--- config.mk ---
export PLATFORM = sky130hd
export DESIGN_NAME = cpu_dsack_gen
export DESIGN_NICKNAME = d
export VERILOG_FILES = /design/src/rtl/cpu_dsack_gen.sv
export SDC_FILE = /design/constraint.sdc
export NUM_CORES = 1
export LEC_CHECK = 0
export CAP_MARGIN = 20
export CORE_MARGIN = 4
export CORE_UTILIZATION = 49
export DETAILED_ROUTE_END_ITERATION = 6
export PLACE_DENSITY = 0.73
export SYNTH_ARGS = -nofsm -noshare
export SYNTH_HDL_FRONTEND = slang
export SYNTH_SLANG_ARGS = --single-unit
--- constraint.sdc ---
create_clock -name CLKCPU -period 1.8 [get_ports CLKCPU]
set_clock_uncertainty 0.15 [all_clocks]
set_input_delay 0.18 -clock CLKCPU [delete_from_list [all_inputs] [get_ports CLKCPU]]
set_output_delay 0.18 -clock CLKCPU [all_outputs]
set_load 0.02 [all_outputs]
--- src/rtl/cpu_dsack_gen.sv ---
// cpu_dsack_gen: 68020 bus-termination stage for the fast-RAM / autoconfig block.
//
// Claims a CPU cycle at its start when RAM_ACCESS or Z2_ACCESS is low, waits for the
// RAM controller (plus WAIT_STATES extra ready clocks), then drives DSACK. A claimed
// cycle that is not ready within TIMEOUT clocks is terminated with BERR instead, and
// ERR_COUNT records how often that happened (saturating at 255).
//
// Parameters:
//   WAIT_STATES  extra ready clocks before DSACK asserts (0..15)
//   TIMEOUT      clocks spent waiting before BERR asserts (2..255)
// Ports:
//   CLKCPU      in   CPU clock, all state changes on the rising edge
//   RESET       in   active-low synchronous reset
//   AS20        in   CPU address strobe, active low
//   RAM_ACCESS  in   low = fast-RAM bank decoded for this cycle
//   RAM_READY   in   low = RAM controller has started RAS/CAS
//   Z2_ACCESS   in   low = autoconfig register cycle
//   DSACK       out  {DSACK1,DSACK0}, 00 = 32-bit, 10 = 8-bit, 11 = idle
//   BERR        out  bus error, active low
//   ERR_COUNT   out  saturating timeout count since reset
module cpu_dsack_gen #(
  parameter int unsigned WAIT_STATES = 0,
  parameter int unsigned TIMEOUT     = 64
) (
  input  logic       CLKCPU,
  input  logic       RESET,
  input  logic       AS20,
  input  logic       RAM_ACCESS,
  input  logic       RAM_READY,
  input  logic       Z2_ACCESS,
  output logic [1:0] DSACK,
  output logic       BERR,
  output logic [7:0] ERR_COUNT
);

  localparam logic [3:0] WaitLimit = 4'(WAIT_STATES);
  localparam logic [7:0] TcntLimit = 8'(TIMEOUT - 1);

  typedef enum logic [1:0] {StIdle, StWait, StAck, StErr} state_e;

  state_e      state_q, state_d;
  logic        as_d_q;
  logic        src_ram_q, src_ram_d;
  logic [3:0]  wcnt_q, wcnt_d;
  logic [7:0]  tcnt_q, tcnt_d;
  logic [1:0]  dsack_q, dsack_d;
  logic        berr_q, berr_d;
  logic [7:0]  err_count_q, err_count_d;

  // Event decode shared by the next-state, counter and output logic. The WAIT events
  // are mutually exclusive in priority order: abort, then timeout, then acknowledge.
  logic cycle_start;
  logic claim;
  logic in_wait;
  logic ready;
  logic abort;
  logic timeout;
  logic ack_now;
  logic release_bus;

  always_comb begin
    cycle_start = ~AS20 & as_d_q;
    claim       = (state_q == StIdle) & cycle_start & (~RAM_ACCESS | ~Z2_ACCESS);
    in_wait     = (state_q == StWait);
    // Autoconfig registers are always ready; only RAM cycles wait on the controller.
    ready       = src_ram_q ? ~RAM_READY : 1'b1;
    abort       = in_wait & AS20;
    timeout     = in_wait & ~AS20 & (tcnt_q == TcntLimit);
    ack_now     = in_wait & ~AS20 & (tcnt_q != TcntLimit) & ready & (wcnt_q == WaitLimit);
    release_bus = ((state_q == StAck) | (state_q == StErr)) & AS20;
  end

  // State register
  always_ff @(posedge CLKCPU) begin
    if (!RESET) begin
      state_q     <= StIdle;
      as_d_q      <= 1'b1;
      src_ram_q   <= 1'b0;
      wcnt_q      <= '0;
      tcnt_q      <= '0;
      dsack_q     <= 2'b11;
      berr_q      <= 1'b1;
      err_count_q <= '0;
    end else begin
      state_q     <= state_d;
      as_d_q      <= AS20;
      src_ram_q   <= src_ram_d;
      wcnt_q      <= wcnt_d;
      tcnt_q      <= tcnt_d;
      dsack_q     <= dsack_d;
      berr_q      <= berr_d;
      err_count_q <= err_count_d;
    end
  end

  // Next-state logic
  always_comb begin
    state_d = state_q;
    unique case (state_q)
      StIdle: if (claim) state_d = StWait;
      StWait: begin
        if (abort)        state_d = StIdle;
        else if (timeout) state_d = StErr;
        else if (ack_now) state_d = StAck;
      end
      StAck, StErr: if (release_bus) state_d = StIdle;
      default: state_d = StIdle;
    endcase
  end

  // Cycle source and wait/timeout counters
  always_comb begin
    src_ram_d = src_ram_q;
    wcnt_d    = wcnt_q;
    tcnt_d    = tcnt_q;
    if (claim) begin
      // RAM wins when both decoders claim the cycle.
      src_ram_d = ~RAM_ACCESS;
      wcnt_d    = '0;
      tcnt_d    = '0;
    end else if (in_wait & ~abort & ~timeout & ~ack_now) begin
      // wcnt only advances on ready clocks, so a RAM_READY dropout pauses it.
      if (ready) wcnt_d = wcnt_q + 4'd1;
      tcnt_d = tcnt_q + 8'd1;
    end
  end

  // Registered bus outputs
  always_comb begin
    dsack_d     = dsack_q;
    berr_d      = berr_q;
    err_count_d = err_count_q;
    if (timeout) begin
      berr_d = 1'b0;
      if (err_count_q != 8'hff) err_count_d = err_count_q + 8'd1;
    end else if (ack_now) begin
      dsack_d = src_ram_q ? 2'b00 : 2'b10;
    end else if (release_bus) begin
      dsack_d = 2'b11;
      berr_d  = 1'b1;
    end
    DSACK     = dsack_q;
    BERR      = berr_q;
    ERR_COUNT = err_count_q;
  end

endmodule

# Word level (Yosys, flattened, before mapping)
# Index checks and enable logic that the tools add are counted.
dict set report word_totals {
  ff_bits 27
  input_bits 6
  output_inout_bits 11
  word_cells 68
}
dict set report op_classes {
  add_sub_neg 3
  n_eq_ne 10
  mux 13
  bitwise 23
  n_reduce_logical 11
}
# op n
set ops {}
lappend ops {{adder 8 x 1 -> 8 bit (second input constant)} 2}
lappend ops {{2-to-1 mux 2 bit} 8}
lappend ops {{bitwise AND 1 bit} 13}
lappend ops {{== test 8 x 6 -> 1 bit (second input constant)} 1}
lappend ops {{inequality test 8 x 6 -> 1 bit (second input constant)} 1}
lappend ops {{inequality test 8 bit (second input constant)} 1}
lappend ops {{inverter 1 bit} 8}
lappend ops {{AND reduction 2 bit} 4}
lappend ops {{inequality test 2 bit (second input constant)} 3}
lappend ops {{case mux 2 bit (3 select lines)} 1}
lappend ops {{adder 4 x 1 -> 4 bit (second input constant)} 1}
lappend ops {{== test 2 bit (second input constant)} 2}
lappend ops {{zero test 4 bit} 1}
lappend ops {{2-to-1 mux 1 bit} 4}
lappend ops {{inequality test 4 x 1 -> 1 bit (second input constant)} 1}
lappend ops {{nonzero test 2 bit} 2}
lappend ops {{OR reduction 2 bit} 2}
lappend ops {{AND reduction 3 bit} 1}
lappend ops {{== test 2 x 1 -> 1 bit (second input constant)} 1}
lappend ops {{zero test 2 bit} 1}
lappend ops {{bitwise OR 1 bit} 2}

# Logic depth before layout (Yosys ltp)
dict set report depth {
  depth_word 9
  ltp_mapped 7
  ltp_nobuf 5
}

# Worst setup path after synthesis
# Ideal clock, no wire load.
dict set report synth_path {
  kind {flip-flop to flip-flop}
  startpoint {register tcnt_q[0]}
  endpoint {register err_count_q[2], in the netlist ERR_COUNT[2]}
  setup_ps 135
  t_arrival_ps 1691
  t_required_ps 1515
  slack_ps -176
  path_stages_with_launch 7
  path_buffers 1
  period_less_slack_ps 1976
  cell_sequence {dfxtp_1 ha_1 nor3b_1 nand3_1 clkbuf_1 o311ai_0 o41ai_1}
}
dict set report synth_via {
  elab_chain_len 3
}
# item line_no
set synth_rtl {}
lappend synth_rtl {{start, declared} 45} ;# logic [7:0] tcnt_q, tcnt_d;
lappend synth_rtl {{start signal, assigned} 89} ;# tcnt_q <= tcnt_d;
lappend synth_rtl {{== test 8 x 6 -> 1 bit} 68} ;# timeout = in_wait & ~AS20 & (tcnt_q == TcntLimit);
lappend synth_rtl {{bitwise AND 1 bit} 68}
lappend synth_rtl {{AND reduction 2 bit (no source line)} --}
lappend synth_rtl {{end signal, assigned} 92} ;# err_count_q <= err_count_d;
lappend synth_rtl {{end, declared} 48} ;# logic [7:0] err_count_q, err_count_d;
# Every way passes these cells.
# A chain may end at the register's enable or synchronous reset.

# Worst setup path after layout
dict set report layout_path {
  startpoint {register tcnt_q[1]}
  endpoint {register err_count_q[0], in the netlist ERR_COUNT[0]}
}
# Same word-level chain as after synthesis.

==> results.py <==
metrics = {
    "clock_network": {
        "cts_tree": "done",
        "cts-htree-levels": 1,
        "clkSlewWorstSetupHoldPaths_ps": 140,
        "numCtsBuffers": 3,
        "ctsHoldBuffers": 0,
        "cts_root_buf": "clkbuf_4",
        "clk_latency_ps": 320,
        "clockBufferDepth": 2,
        "clock_sinks": 27,
    },
    "place": {
        "routabilityCongestion": 0.831,
        "portBuffers": 16,
        "hpwl_um": 2350,
        "preCtsSetupSlack_ps": -272,
    },
    "synth": {
        "syn-mean-instance-area_um2": 8.35,
        "yosysSeqAreaShare_pct": 39.7,
        "ys_top_cells_by_area": "dfxtp_1, a21oi_1, nand3_1",
        "async_flop_share_pct": 0,
        "netlist.area_leader.share_pct": 39.7,
        "synth-edff-count": 0,
        "synth_cell_type_count": 35,
        "synth_cells": 163,
        "yosys_warnings": 0,
        "syn_nets": 173,
        "yosysTopAreaCell": "dfxtp_1",
        "synth_area_um2": 1360,
        "ys_ff_latch": 27,
        "synth-main-ff-cell": "dfxtp_1",
    },
    "pwr": {
        "power_mw": 1.01,
        "p_per_area_nw_per_um2": 496,
        "p_leak_nw": 0.774,
        "peakVddDrop_uv": 478,
    },
    "worst_hold_path": {
        "hold_path_class": "reg2reg",
    },
    "sta": {
        "hold_violations": 0,
        "max_freq_mhz": 533,
        "setup_viol": 5,
        "setup_ws_ps": -77.4,
        "fin_crit_sh_pct": 104,
        "final_max_slew_viol_count": 0,
        "min_period_ps": 1880,
        "rsz0062_at_grt": "true",
        "maxSlewHeadroom_pct": 74.3,
        "tightest_slew_ps": 385,
    },
    "detailed_routing": {
        "drtAntennaViolNets": 0,
        "top_layer": "met4",
        "vias": 1418,
        "drc": 0,
        "wirelength_met1_um": 1730,
        "met3_length_um": 111,
        "drt-vias-per-instance": 5.93,
        "wl_per_cell_um": 15.5,
        "first_pass_iters": 4,
        "drtIter0Drc": 115,
        "wl_um": 3700,
        "met2WireLength_um": 1780,
    },
    "layout": {
        "n_fill_cell": 167,
        "n_antenna_cell": 0,
        "regArea_um2": 546,
        "nNetsFinal": 220,
        "drive_above_1_share_pct": 34.9,
        "multi_input_area_um2": 943,
        "final_core_util_pct": 79.6,
        "area_growth_pct": 50.2,
    },
    "floorplanning": {
        "io_pins": 17,
        "start_util_pct": 53.0,
        "std_cell_rows": 18,
        "die_h_um": 60.7,
        "core_um2": 2570,
        "die_w_um": 60.7,
        "die_area_um2": 3690,
    },
    "critical_path": {
        "cp_data_required_time_ps": 1920,
        "crit_type": "reg2reg",
        "critPathLaunchType": "flip-flop",
        "rr_startpoint": "tcnt_q[1]$_SDFFE_PP0P_",
        "worst_r2r_path_depth": 6,
        "arrival_ps": 1990,
        "rrSetupSlack_ps": -80,
        "crit_fanout": 4,
        "r2r-end": "ERR_COUNT[0]$_SDFFE_PN0P_",
        "crit_end": "ERR_COUNT[0]$_SDFFE_PN0P_",
        "crit_path_start": "tcnt_q[1]$_SDFFE_PP0P_",
        "worst_setup_path_end_kind": "flip-flop",
    },
    "grt": {
        "grt_pass1_vias": 1339,
        "antenna_found_initial": 0,
        "grtUsageTotal_pct": 20.6,
        "overflow": 0,
        "grt_max_degree": 19,
        "grt_first_pass_wirelength_um": 5750,
    },
    "outcome": {
        "status": "complete, but fails checks",
        "violations": "negative setup slack",
    },
    "run": {
        "drv_cap": 0,
    },
}
logic make-up (layout without fill, tap and decap cells):
group                      after synthesis  after routing  share of synthesized area (%)
adders and majority gates                4              4                           3.68
muxes                                    3              3                           2.21
and+or+nand+nor                         63             64                           26.7
DFF                                     27             27                           39.7
buffers and inverters                   18             63                           6.16
AOI/OAI and AO/OA                       48             48                           21.5
worst max-delay path, stage by stage, from the launching register on:
cell and delay, ps:
dfxtp_2 380, ha_4 130, nor3b_4 330, nand3_2 190
buf_6 160, or3_4 360, a21oi_2 120
state kept, by name, indices dropped and copies added, names as in the netlist:
name,cells
BERR,1
wcnt_q,4
tcnt_q,8
DSACK,2
state_q,2
ERR_COUNT,8
as_d_q,1
src_ram_q,1
metal layers:
layer	up-vias	GRT usage, %
li1	703	-
met1	677	26.6
met2	30	33.9
met3	8	2.77
met4	0	9.91
met5	-	0
synthesized netlist by cell type, types with 3 or more instances:
cell type and instances:
dfxtp_1 27, a21oi_1 20, nand2_1 15, nand3_1 14, o21ai_0 10, inv_1 9, o31ai_1 8, or4_1 8
clkbuf_1 6, nand2b_1 5, ha_1 4, mux2i_1 3, nor3_1 3, or3_1 3
through the flow:
stage / hold slack, ps / cells / TNS (ps) / cell area [µm²]
2_1_floorplan: 155 / 163 / 0 / 1380
3_3_place_gp: 306 / 225 / -3600 / 1730
3_5_place_dp: 321 / 225 / -4300 / 1730
4_1_cts: 344 / 235 / -59.1 / 1860
5_1_grt: 367 / 239 / -646 / 2040
6_report: 348 / 239 / -118 / 2040
what timing repair did:
item / CTS / global route
pin swaps: 8 / 10
setup endpoints to repair: 14 / 24
gates cloned: 1 / 0
gates resized for setup: 17 / 35
setup buffers: 5 / 5
worst min path at each step:
| stage | depth (start not counted) | from | endpoint | slack [ps] |
|---|---|---|---|---|
| after floorplan | 1 | AS20 | as_d_q$_SDFF_PN1_ | 150 |
| after global placement | 2 | tcnt_q[5]$_SDFFE_PP0P_ | tcnt_q[5]$_SDFFE_PP0P_ | 310 |
| after detailed placement | 2 | tcnt_q[5]$_SDFFE_PP0P_ | tcnt_q[5]$_SDFFE_PP0P_ | 320 |
| after CTS | 2 | tcnt_q[5]$_SDFFE_PP0P_ | tcnt_q[5]$_SDFFE_PP0P_ | 340 |
| after global routing | 3 | RAM_ACCESS | src_ram_q$_SDFFE_PN0P_ | 370 |
| final | 2 | tcnt_q[5]$_SDFFE_PP0P_ | tcnt_q[5]$_SDFFE_PP0P_ | 350 |
layout by cell type (no fill, tap or decap), types with 4 or more instances in the layout:
| cell | count |
|---|---|
| buf_4 | 27 |
| o31ai_1 | 8 |
| a21oi_1 | 10 |
| o21ai_0 | 10 |
| nand3_1 | 13 |
| nand2_1 | 14 |
| dfxtp_2 | 4 |
| inv_1 | 9 |
| a21oi_2 | 10 |
| buf_6 | 6 |
| dfxtp_1 | 23 |
| nand2b_1 | 5 |
| clkdlybuf4s50_1 | 13 |
| or4_4 | 4 |
| or4_1 | 4 |
power by group:
| group | internal, mW | switching (mW) |
|---|---|---|
| clock | 0.0868 | 0.176 |
| sequential | 0.606 | 0.00624 |
| combinational | 0.0683 | 0.0707 |
| total | 0.761 | 0.253 |
layout make-up:
cell class                      instances  area share, %
Inverter                                9           1.65
Timing Repair Buffer                   50           22.4
Tap cell                               30           1.84
Multi-Input combinational cell        119           46.1
Sequential cell                        27           26.7
Clock buffer                            4           1.29
Power figures use the tool's default switching activity.
